File: src/rtl/id_ex_hazard_reg.sv
// ID/EX pipeline register with load-use hazard detection, bubble/flush insertion
// and saturating stall/flush statistics counters.
module id_ex_hazard_reg #(
  parameter int DATA_W  = 32,
  parameter int RADDR_W = 5,
  parameter int ALUOP_W = 4,
  parameter int CNT_W   = 16
) (
  input  logic                 clk,
  input  logic                 rst,
  input  logic                 Freeze,
  input  logic                 Flush,
  input  logic                 CntClr,
  input  logic [5+ALUOP_W:0]   ID_Ctrl,
  input  logic                 ID_UsesRs,
  input  logic                 ID_UsesRt,
  input  logic [DATA_W-1:0]    ID_PC4,
  input  logic [DATA_W-1:0]    ID_ReadData1,
  input  logic [DATA_W-1:0]    ID_ReadData2,
  input  logic [DATA_W-1:0]    ID_SignExt,
  input  logic [RADDR_W-1:0]   ID_RegRs,
  input  logic [RADDR_W-1:0]   ID_RegRt,
  input  logic [RADDR_W-1:0]   ID_RegRd,
  output logic [5+ALUOP_W:0]   IDEX_Ctrl,
  output logic [DATA_W-1:0]    IDEX_PC4,
  output logic [DATA_W-1:0]    IDEX_ReadData1,
  output logic [DATA_W-1:0]    IDEX_ReadData2,
  output logic [DATA_W-1:0]    IDEX_SignExt,
  output logic [RADDR_W-1:0]   IDEX_RegRs,
  output logic [RADDR_W-1:0]   IDEX_RegRt,
  output logic [RADDR_W-1:0]   IDEX_WriteReg,
  output logic                 Stall,
  output logic                 PCWrite,
  output logic                 IFIDWrite,
  output logic [CNT_W-1:0]     StallCount,
  output logic [CNT_W-1:0]     FlushCount
);

  localparam int REGDST_BIT   = ALUOP_W;
  localparam int MEMWRITE_BIT = ALUOP_W + 2;
  localparam int MEMREAD_BIT  = ALUOP_W + 3;
  localparam logic [CNT_W-1:0] CNT_ONE = 1;
  localparam logic [CNT_W-1:0] CNT_MAX = '1;

  logic idexMemRead;
  logic idMemWrite;
  logic rsHit;
  logic rtHit;
  logic hazard;
  logic bubble;

  assign idexMemRead = IDEX_Ctrl[MEMREAD_BIT];
  assign idMemWrite  = ID_Ctrl[MEMWRITE_BIT];
  assign rsHit = ID_UsesRs & (ID_RegRs == IDEX_RegRt);
  // Store data from a load is forwarded in MEM, so it never needs a bubble.
  assign rtHit = ID_UsesRt & (ID_RegRt == IDEX_RegRt) & ~idMemWrite;
  assign hazard = idexMemRead & (IDEX_RegRt != '0) & (rsHit | rtHit);

  assign Stall     = hazard & ~Flush & ~Freeze;
  assign PCWrite   = ~Stall & ~Freeze;
  assign IFIDWrite = ~Stall & ~Freeze;
  assign bubble    = Flush | Stall;

  always_ff @(posedge clk) begin
    if (rst) begin
      IDEX_Ctrl      <= '0;
      IDEX_PC4       <= '0;
      IDEX_ReadData1 <= '0;
      IDEX_ReadData2 <= '0;
      IDEX_SignExt   <= '0;
      IDEX_RegRs     <= '0;
      IDEX_RegRt     <= '0;
      IDEX_WriteReg  <= '0;
    end else if (!Freeze) begin
      IDEX_PC4       <= ID_PC4;
      IDEX_ReadData1 <= ID_ReadData1;
      IDEX_ReadData2 <= ID_ReadData2;
      IDEX_SignExt   <= ID_SignExt;
      IDEX_RegRs     <= ID_RegRs;
      IDEX_RegRt     <= ID_RegRt;
      if (bubble) begin
        IDEX_Ctrl     <= '0;
        IDEX_WriteReg <= '0;
      end else begin
        IDEX_Ctrl     <= ID_Ctrl;
        IDEX_WriteReg <= ID_Ctrl[REGDST_BIT] ? ID_RegRd : ID_RegRt;
      end
    end
  end

  // Index 0 counts stall cycles, index 1 counts applied flushes.
  logic [1:0]       cntInc;
  logic [CNT_W-1:0] cntVal [2];

  assign cntInc = {Flush, Stall};

  generate
    for (genvar gi = 0; gi < 2; gi++) begin : genCnt
      logic [CNT_W-1:0] cntReg;

      always_ff @(posedge clk) begin
        if (rst || CntClr) begin
          cntReg <= '0;
        end else if (!Freeze && cntInc[gi] && (cntReg != CNT_MAX)) begin
          cntReg <= cntReg + CNT_ONE;
        end
      end

      assign cntVal[gi] = cntReg;
    end
  endgenerate

  assign StallCount = cntVal[0];
  assign FlushCount = cntVal[1];

endmodule

File: config.mk
export PLATFORM = sky130hd
export DESIGN_NAME = id_ex_hazard_reg
export DESIGN_NICKNAME = d
export VERILOG_FILES = /design/src/rtl/id_ex_hazard_reg.sv
export SDC_FILE = /design/constraint.sdc
export NUM_CORES = 1
export LEC_CHECK = 0
export ABC_AREA = 1
export BUFFER_PORTS_ARGS = -buffer_cell sky130_fd_sc_hd__clkbuf_2
export CORE_UTILIZATION = 39
export DETAILED_ROUTE_END_ITERATION = 8
export PLACE_DENSITY = 0.7
export SYNTH_ARGS = -nofsm -noshare
export SYNTH_HDL_FRONTEND = slang
export SYNTH_SLANG_ARGS = --single-unit
File: constraint.sdc
create_clock -name clk -period 1.7 [get_ports clk]
set_input_delay 0.255 -clock clk [delete_from_list [all_inputs] [get_ports clk]]
set_output_delay 0.255 -clock clk [all_outputs]
set_load 0.03 [all_outputs]
Yosys cells after proc, flatten, opt, wreduce, memory -nomap -nowiden --
Cells that the tools add are included.
Operators by class: add/sub/neg operators 2, equality and inequality tests 4, mux-type cells 3, bitwise gates (word level) 14, reduce and logical (&&, ||, !) cells 7
Operator list (number):
- 16-bit by 1-bit adder with 16-bit output, second input constant | 2
- 16-bit inequality test, second input constant | 2
- 5-bit == test | 2
- 10-bit two-way mux | 1
- 5-bit two-way mux | 2
- 1-bit bitwise AND | 8
- 5-bit nonzero test | 1
- 1-bit logical AND | 4
- 1-bit NOT | 4
- 1-bit bitwise OR | 2
- 1-bit logical NOT | 1
- 1-bit logical OR | 1
Word-level totals: register bits after elaboration 185, input bits 160, output and inout port bits 188

Depth between registers and ports, before layout --
Gate-level depths: netlist of the first run.
word-level depth 9, mapped depth 12, depth with buffers taken out 12

Least setup slack after synthesis of the first run --
Ideal clock, no wire load.
kind register -> output, start reg IDEX_RegRt[3], end out PCWrite, arrival 1.605 ns, required time 1.445 ns, setup slack -0.160 ns, stages on the path, launching flop included 9, cells stage by stage dfxtp_1 inv_1 nor2_1 nor2_1 nand3_1 nand2_2 a21oi_1 buf_2 buf_4
Between the ends: cells in the longest elaborated chain, start to end 9, elaborated cells on any way between the ends 13
RTL lines:
- start, declared | RTL line 30 | output logic [RADDR_W-1:0] IDEX_RegRt,
- start signal, assigned | RTL line 80 | IDEX_RegRt <= ID_RegRt;
- 5-bit == test | RTL line 56 | assign rtHit = ID_UsesRt & (ID_RegRt == IDEX_RegRt) & ~idMemWrite;
- 1-bit bitwise AND (2 in a row) | RTL line 56
- 1-bit bitwise OR | RTL line 57 | assign hazard = idexMemRead & (IDEX_RegRt != '0) & (rsHit | rtHit);
- 1-bit bitwise AND * | RTL line 57
- 1-bit bitwise AND * (2 in a row) | RTL line 59 | assign Stall = hazard & ~Flush & ~Freeze;
- 1-bit NOT *
- 1-bit bitwise AND *
- end, declared | RTL line 33 | output logic PCWrite,
Every way passes the cells marked *; elsewhere a longest branch is shown, timed or not.

Final worst setup path of the first run --
start reg IDEX_RegRt[0], end out Stall
Between the ends: cells in the longest elaborated chain, start to end 7, elaborated cells on any way between the ends 11
RTL lines:
- 5-bit == test | RTL line 56
- 1-bit bitwise AND (2 in a row) | RTL line 56
- 1-bit bitwise OR | RTL line 57
- 1-bit bitwise AND * | RTL line 57
- 1-bit bitwise AND * (2 in a row) | RTL line 59
- end, declared | RTL line 32 | output logic Stall,
Marked as above.

==> results of run 1 <==
==> state kept, by name, indices dropped and copies added, names as in the netlist <==
| name | count |
|---|---|
| IDEX_Ctrl | 10 |
| IDEX_WriteReg | 5 |
| FlushCount | 16 |
| IDEX_ReadData2 | 32 |
| IDEX_ReadData1 | 32 |
| IDEX_RegRs | 5 |
| IDEX_PC4 | 32 |
| IDEX_RegRt | 5 |
| StallCount | 16 |
| IDEX_SignExt | 32 |
==> critical path, cell delays in order, from the launching register on <==
cell	delay [ns]
dfxtp_4	0.38
inv_2	0.04
nand2_2	0.04
nand2_1	0.05
nor2_1	0.10
nand3_1	0.11
nand2_2	0.12
buf_6	0.11
nand3_4	0.07
inv_4	0.08
buf_8	0.12
==> placed cells by master, fill, tap and decap left out, drive strengths merged <==
cell type and count:
nand3b 1, ha 2, buf 55, nor3 9
nand3 37, nor3b 2, nand2 96, inv 54
diode 1, nor2 317, a31oi 1, o21ai 165
dfxtp 185, and3 1, clkinvlp 2, o21ba 1
xnor2 1, a21oi 45, o21bai 1, clkinv 6
bufinv 4, nand4 8, clkbuf 361
==> repair_timing <==
action	4_1_cts	5_1_grt
endpoints found under the setup margin	11	38
gates resized for setup	24	30
pin swaps	9	14
buffers inserted	4	5
==> power by group through the flow <==
stage	Combinational, W	Clock (W)	Sequential [W]
2_1_floorplan	0.000484	0	0.00528
3_3_place_gp	0.00157	0	0.00479
3_5_place_dp	0.00158	0	0.00481
4_1_cts	0.00160	0.00432	0.00471
5_1_grt	0.00175	0.00452	0.00474
6_report	0.00160	0.00422	0.00471
==> how the worst min path moves through the flow <==
stage,start,to,slack [ns],cells past startpoint
2_1_floorplan,ID_PC4[0],IDEX_PC4[0]$_SDFFE_PP0N_,0.41,2
3_3_place_gp,StallCount[1]$_SDFFE_PP0P_,StallCount[1]$_SDFFE_PP0P_,0.45,2
3_5_place_dp,IDEX_Ctrl[6]$_SDFFE_PP0N_,IDEX_Ctrl[6]$_SDFFE_PP0N_,0.46,2
4_1_cts,ID_ReadData1[15],IDEX_ReadData1[15]$_SDFFE_PP0N_,0.05,3
5_1_grt,ID_PC4[12],IDEX_PC4[12]$_SDFFE_PP0N_,0.05,3
6_report,ID_PC4[10],IDEX_PC4[10]$_SDFFE_PP0N_,0.07,3
==> layer usage <==
layer | up-vias | track usage (%) | routed length, um
met5 | - | 0 | 27
met2 | 231 | 38.4 | 10800
met3 | 25 | 7.63 | 1710
met1 | 3319 | 26.1 | 9120
met4 | 4 | 6.47 | 368
li1 | 3881 | - | -
==> through the flow <==
step                util, %  hold WS (ns)  worst slack (ns)  instance area [um2]
global placement       52.1         0.453            -0.121                 9320
detailed placement     52.1         0.461            -0.127                 9320
global route           56.9        0.0531            -0.355                10200
CTS                    56.1        0.0520            -0.234                10000
finish                 56.9        0.0712            -0.192                10200
floorplan                 -         0.407           0.00443                 7140
==> cell type report <==
| type | instances | area [um2] | area share (%) |
|---|---|---|---|
| multi-input cells | 687 | 3090 | 30.3 |
| flip-flops and latches | 185 | 3720 | 36.5 |
| clock inverters | 13 | 191 | 1.88 |
| well taps | 229 | 287 | 2.81 |
| clock buffers | 18 | 429 | 4.21 |
| inverters | 53 | 209 | 2.05 |
| diodes | 1 | 2.50 | 0.0246 |
| repair buffers | 398 | 2260 | 22.2 |
==> logic make-up (layout without fill, tap and decap cells) <==
group,Yosys count,in the layout,synth area share (%)
fa+ha+maj,2,2,0.351
compound gates,213,213,15.1
buf+inv,110,482,6.04
simple gates,471,471,26.4
flops,185,185,52.0
xor+xnor,1,1,0.123
other cells,0,1,0
==> run metrics, run 1 <==
critical path capture point type=output port; area leader, netlist=dfxtp_1; RSZ-0062 raised after global routing=true; initial drt markers=~280; r2r endpoint=StallCount[9]$_SDFFE_PP0P_; CTS buffer count=17; Synth Cell Area=7120 um2; number of I/O pins=approximately 350; Reg2Reg Depth=14; first drt pass iteration count=4; clock tree root buffer cell=clkbuf_16; Post-Place Cells=roughly 1500; core area=17900 um2; Fin Setup TNS=-1.22 ns; Leak=4.90 nW; Initial Util=39.8%; syn nets=roughly 1100; Seq pwr share=44.7%; synthesis-stage register bit count=roughly 190; hpwl dp=~16000 um; CTS H-tree depth=4; Required @ worst endpoint=1.44 ns; ys async rst share=0%; crit path DAT=1.64 ns; GRT overflow=0; Cell variety after synth=27; predominant post-synthesis flop cell=dfxtp_1; TritonCTS clock tree=built; Fin. Hold Viols=0; Clock power frac=40.1%; initial antenna violation count=3; fmax=between 0.5 and 0.6 GHz; Hold Crit Class=in2reg; DR vias=7460; Hold Buf Count CTS=0; synth warn=0; CP max FO=6; pwr/cell area=roughly 1000 nW/um2; DRT Wirelength=22000 um; Final setup viols=13; layout cells sized above 1=34.6%; clock-pin slew on the worst setup and hold paths=0.07 ns; most common cell in the synthesized netlist=nor2_1; status=finished with violations; Cells after Synth=982; # clock sinks=185; Post-synth EDFFs=0; clock tree buffer depth=2; CP Class=reg2out; Area contributors post-synth=dfxtp_1, nor2_1, o21ai_0; Int Pwr=0.00759 W; Worst Setup SP=IDEX_RegRt[0]$_SDFFE_PP0N_; max cap viols=0; Layout Nets=1504; CP Launch Type=register; drc violations=0; DRT antenna net count=0; worst vdd ir=0.000770 V; Rel. slew slack=70.4%; worst-margin pin slew=between 0.4 and 0.5 ns; Sw Ratio=27.8%; die area=18800 um2; Die X=137 um; Synth top area share=about half; first-pass GRT wire length=32800 um; Final Non-Filler Cells=approximately 1600; GP Congestion=0.817; Die Ht=137 um; CP endpoint=Stall; r2r setup slk=-0.11 ns; synthesized area per cell=between 7 and 8 um2; clock skew=0.0110 ns; overall power=0.0105 W; Layout area overhead=42.9%; Final WS setup=-0.192 ns; Final min period=~1.9 ns; PortBufs=around 350; gr usage total=22.4%; largest net degree at the start of global routing=123; Comb pwr share=between 10% and 20%; Seq/Total Area, Yosys=52.0%; max-slew violations=0; failing checks=negative setup slack; Sw Pwr=between 0.002 and 0.003 W; site row count=49; synth cell count leaders=nor2_1, dfxtp_1, o21ai_0, nand2_1, inv_1; Fillers=1735; vias in the first global route=approximately 6500; DR WL/cell=between 10 and 15 um; Skew-Pair Late Insertion Delay=0.42 ns; vias per std cell=4.71; reg2reg start=IDEX_RegRt[0]$_SDFFE_PP0N_; fin crit share=111%
Note: power is estimated with default switching activity, not from simulation.
==> run 2: changes to the inputs <==
Settings changed: RECOVER_POWER set to 25.
==> run metrics, run 2 (same netlist as run 1, synthesis figures left out) <==
core area=17900 um2 (unchanged); Comb pwr share=15.1% (about the same); CTS H-tree depth=4 (unchanged); Final min period=1.89 ns (-0.00121 ns); Clock power frac=40.1% (about the same); DRT Wirelength=22000 um (-0.23%); vias per std cell=4.70 (-0.12%); max cap viols=0 (unchanged); TritonCTS clock tree=built; gr usage total=22.4% (unchanged); # clock sinks=185 (unchanged); Post-Place Cells=1543 (unchanged); die area=18800 um2 (unchanged); Hold Crit Class=in2reg; Rel. slew slack=35.2% (-35 points); Place WS=-0.127 ns (unchanged); FF/Latch Area=3720 um2 (unchanged); hpwl dp=16000 um (unchanged); Fin Setup TNS=-1.22 ns (-0.00266 ns); Fin. Hold Viols=0 (unchanged); first drt pass iteration count=4 (unchanged); max-slew violations=0 (unchanged); DRT antenna net count=0 (unchanged); CTS buffer count=17 (unchanged); Initial Util=39.8% (unchanged); Required @ worst endpoint=1.44 ns (about the same); clock tree root buffer cell=clkbuf_16; layout cells sized above 1=34.6% (-0.074 points); overall power=0.0105 W (-0.13%); number of I/O pins=348 (unchanged); RSZ-0062 raised after global routing=true; pwr/cell area=1030 nW/um2 (+0.21%); status=finished with violations; Final Non-Filler Cells=1584 (unchanged); Layout Nets=1504 (unchanged); Hold Buf Count CTS=0 (unchanged); Int Pwr=0.00759 W (about the same); Leak=4.89 nW (-0.37%); failing checks=negative setup slack; crit path DAT=1.64 ns (about the same); CP Class=reg2out; GRT overflow=0 (unchanged); Final WS setup=-0.191 ns (+0.00121 ns); most common cell after layout, fill and taps aside=clkbuf_2; Die X=137 um (unchanged); vias in the first global route=6508 (unchanged); fmax=0.529 GHz (about the same); PortBufs=347 (unchanged); commonest non-fill, non-tap cells in the layout=clkbuf_2, nor2_1, dfxtp_1, o21ai_0, nand2_1; clock skew=0.00955 ns (-0.00141 ns); initial drt markers=280 (+0.72%); initial antenna violation count=3 (unchanged); fin crit share=111% (about the same); worst-margin pin slew=0.973 ns (+0.528 ns); Layout area overhead=42.5%; first-pass GRT wire length=32800 um (unchanged); final instance area=10100 um2 (-0.33%); site row count=49 (unchanged); Die Ht=137 um (unchanged); Final setup viols=13 (unchanged); clock-pin slew on the worst setup and hold paths=0.07 ns (about the same); CP max FO=6 (unchanged); multi-input logic area=3090 um2 (unchanged); DR vias=7451 (-0.12%); Sw Pwr=0.00292 W (-0.20%); Seq pwr share=44.8% (about the same); clock tree buffer depth=2 (unchanged); DR WL/cell=13.9 um (-0.23%); Sw Ratio=27.8% (about the same); largest net degree at the start of global routing=123 (unchanged); critical path capture point type=output port; GP Congestion=0.817 (unchanged); Fillers=1739 (+0.23%); DP Area=9320 um2 (unchanged); worst vdd ir=0.000769 V (-0.12%); Skew-Pair Late Insertion Delay=0.42 ns (about the same); drc violations=0 (unchanged); CP Launch Type=register
run 2: changes by cell type in the layout (fill, tap and decap cells not counted):
cell	change
buf_4	-1
clkinv_2	-1
clkbuf_2	+2
clkinvlp_2	+1
clkbuf_1	+1
buf_12	-2
run 2: critical path: stages (launching register included):
cell	delay, ns
dfxtp_4	0.38
inv_2	0.04
nand2_2	0.04
nand2_1	0.05
nor2_1	0.10
nand3_1	0.11
nand2_2	0.12
buf_6	0.11
nand3_4	0.07
inv_4	0.08
buf_8	0.12
run 2: through the flow:
stage | hold slack, ns | util [%]
floorplan | 0.407 | -
global placement | 0.453 | 52.1
detailed placement | 0.461 | 52.1
CTS | 0.0520 | 56.1
global route | 0.0531 | 56.7
finish | 0.0728 | 56.7
run 2: area by class of cell:
type	count	share of cell area, %
clock buffer	18	4.23
timing repair buffer	398	21.9
multi-input combinational	687	30.4
clock inverter	13	1.89
inverter	53	2.06
antenna	1	0.0247
sequential	185	36.6
tap	229	2.82
run 2: metal layers:
layer / track usage, % / part of all wire, % / vias to the layer above
li1: - / - / 3878
met1: 26.1 / 41 / 3318
met2: 38.4 / 49 / 226
met5: 0 / 0.12 / -
met4: 6.47 / 1.7 / 4
met3: 7.63 / 7.8 / 25
run 2: power by group through the flow:
stage | clock (W) | sequential, W | combinational (W)
3_5_place_dp | 0 | 0.00481 | 0.00158
2_1_floorplan | 0 | 0.00528 | 0.000484
6_report | 0.00421 | 0.00471 | 0.00159
4_1_cts | 0.00432 | 0.00471 | 0.00160
5_1_grt | 0.00452 | 0.00474 | 0.00174
3_3_place_gp | 0 | 0.00479 | 0.00157
run 2: what timing repair did:
item,CTS,global route
pin swaps,9,14
setup endpoints to repair,11,38
resized for setup,24,30
setup buffers,4,5
hold endpoints to repair,0,0
run 2: path summary, 6_finish.rpt:
path	start	end	slack [ns]	cells past startpoint
worst max register to register	IDEX_RegRt[0]$_SDFFE_PP0N_	StallCount[9]$_SDFFE_PP0P_	-0.11	14
worst min-delay path	ID_PC4[12]	IDEX_PC4[12]$_SDFFE_PP0N_	0.07	3
worst min register to register	StallCount[1]$_SDFFE_PP0P_	StallCount[1]$_SDFFE_PP0P_	0.47	2
worst max-delay path	IDEX_RegRt[0]$_SDFFE_PP0N_	Stall	-0.19	10
==> run 3: changes to the inputs <==
Clock period 1.7 ns to 2.2 ns, I/O delays scaled along.
==> run metrics, run 3 (same netlist as run 1, synthesis figures left out) <==
status=completed; layout cells sized above 1=30.9% (-3.7 points); first-pass GRT wire length=31500 um (-4.1%); CTS buffer count=17 (unchanged); RSZ-0062 raised after global routing=false; largest net degree at the start of global routing=116 (-5.7%); CTS H-tree depth=4 (unchanged); TritonCTS clock tree=built; hold_sp=ID_ReadData2[17]; reg2reg start=IDEX_RegRt[1]$_SDFFE_PP0N_; worst-margin pin slew=1.38 ns (+0.406 ns); overall power=0.00791 W (-25%); initial drt markers=301 (+7.5%); PortBufs=347 (unchanged); number of I/O pins=348 (unchanged); DR WL met2=10400 um (-3.9%); GP Congestion=0.881 (+7.9%); DR WL/cell=13.7 um (-1.2%); most common cell after layout, fill and taps aside=clkbuf_2; final instance area=9690 um2 (-4.6%); critical path capture point type=output port; core area=17900 um2 (unchanged); clock tree root buffer cell=clkbuf_16; Fillers=1801 (+3.6%); vias per std cell=4.74 (+0.80%); # clock sinks=185 (unchanged); Layout Nets=1472 (-2.1%); DRT Wirelength=21300 um (-3.3%); Final min period=2.08 ns; site row count=49 (unchanged); Initial Util=39.8% (unchanged); commonest non-fill, non-tap cells in the layout=clkbuf_2, nor2_1, dfxtp_1, o21ai_0, nand2_1; Fin. Hold Viols=0 (unchanged); first drt pass iteration count=4 (unchanged); vias in the first global route=6240 (-4.1%); n_diodes=0 (-1); initial antenna violation count=4 (+1); Met3 Wirelength=1660 um (-3.7%); CP Launch Type=register; worst vdd ir=0.000492 V (-36%); GRT overflow=0 (unchanged); Leak=4.67 nW (-4.5%); Layout area overhead=36.0%; hpwl dp=15700 um (-2.3%); Skew-Pair Late Insertion Delay=0.42 ns (about the same); max-slew violations=0 (unchanged); CP max FO=7 (+1); Die Ht=137 um (unchanged); DRT antenna net count=0 (unchanged); Worst Setup SP=IDEX_RegRt[2]$_SDFFE_PP0N_; clock tree buffer depth=2 (unchanged); max cap viols=0 (unchanged); CP Class=reg2out; Rel. slew slack=8.07% (-27 points); clock-pin slew on the worst setup and hold paths=0.07 ns (about the same); DR vias=7354 (-1.3%); fin crit share=94.6%; drc violations=0 (unchanged); Final WS setup=0.119 ns (+0.310 ns); Max Used Layer=met5; Final setup viols=0 (-13); gr usage total=21.6% (-0.72 points); Place WS=-0.0389 ns (+0.0883 ns); clock skew=0.0153 ns (+0.00571 ns); Hold Crit Class=in2reg; die area=18800 um2 (unchanged); fmax=0.480 GHz; DP Area=9070 um2 (-2.7%); met1 wire length=8810 um (-2.9%); Required @ worst endpoint=1.87 ns (+0.43 ns); Die X=137 um (unchanged); pwr/cell area=817 nW/um2 (-21%); Hold Buf Count CTS=0 (unchanged); crit path DAT=1.75 ns (+0.11 ns)
## run 3: worst max-delay path, cell delays in order, from the launching register on
cell      delay [ns]
dfxtp_2         0.33
inv_1           0.11
nand2_1         0.07
nand2_1         0.07
nor2_1          0.04
nand3_1         0.09
nand2_2         0.09
a21oi_4         0.28
clkbuf_2        0.26
## run 3: routing by layer
| metal | up-vias | global-route usage (%) |
|---|---|---|
| met1 | 3303 | 24.9 |
| met3 | 25 | 6.48 |
| met5 | - | 0 |
| met2 | 212 | 37.6 |
| met4 | 4 | 7.94 |
| li1 | 3810 | - |
## run 3: path summary, 6_finish.rpt
path / to / slack (ns) / depth (start not counted)
min: IDEX_ReadData2[17]$_SDFFE_PP0N_ / 0.13 / 3
max: IFIDWrite / 0.12 / 8
max reg2reg: StallCount[6]$_SDFFE_PP0P_ / 0.35 / 13
min reg2reg: IDEX_Ctrl[1]$_SDFFE_PP0N_ / 0.47 / 2
## run 3: cell type report
class / count / area [um2] / share of cell area [%]
Inverter: 53 / 201 / 2.08
Tap cell: 229 / 287 / 2.96
Sequential cell: 185 / 3710 / 38.3
Timing Repair Buffer: 366 / 1900 / 19.6
Clock inverter: 14 / 166 / 1.72
Multi-Input combinational cell: 687 / 3000 / 31.0
Clock buffer: 17 / 425 / 4.39
## run 3: timing repair
action / CTS / global route
setup endpoints to repair: 3 / 3
resized for setup: 7 / 3
buffers inserted: 0 / 4
pin swaps: 0 / 1
## run 3: metrics by stage
step                      cells  utilization, %  hold slack (ns)  setup TNS, ns
after detailed placement   1516            50.7            0.458        -0.0773
after floorplan             982               -            0.482              0
after global placement     1516            50.7            0.453        -0.0616
after global routing       1551            54.1            0.136              0
after CTS                  1547            54.1            0.121              0
final                      1551            54.1            0.133              0
## run 3: power by group
group          internal (W)  switching, W  leakage (nW)
combinational      0.000376      0.000811          2.86
sequential          0.00354     0.0000949          1.53
clock               0.00171       0.00139         0.280
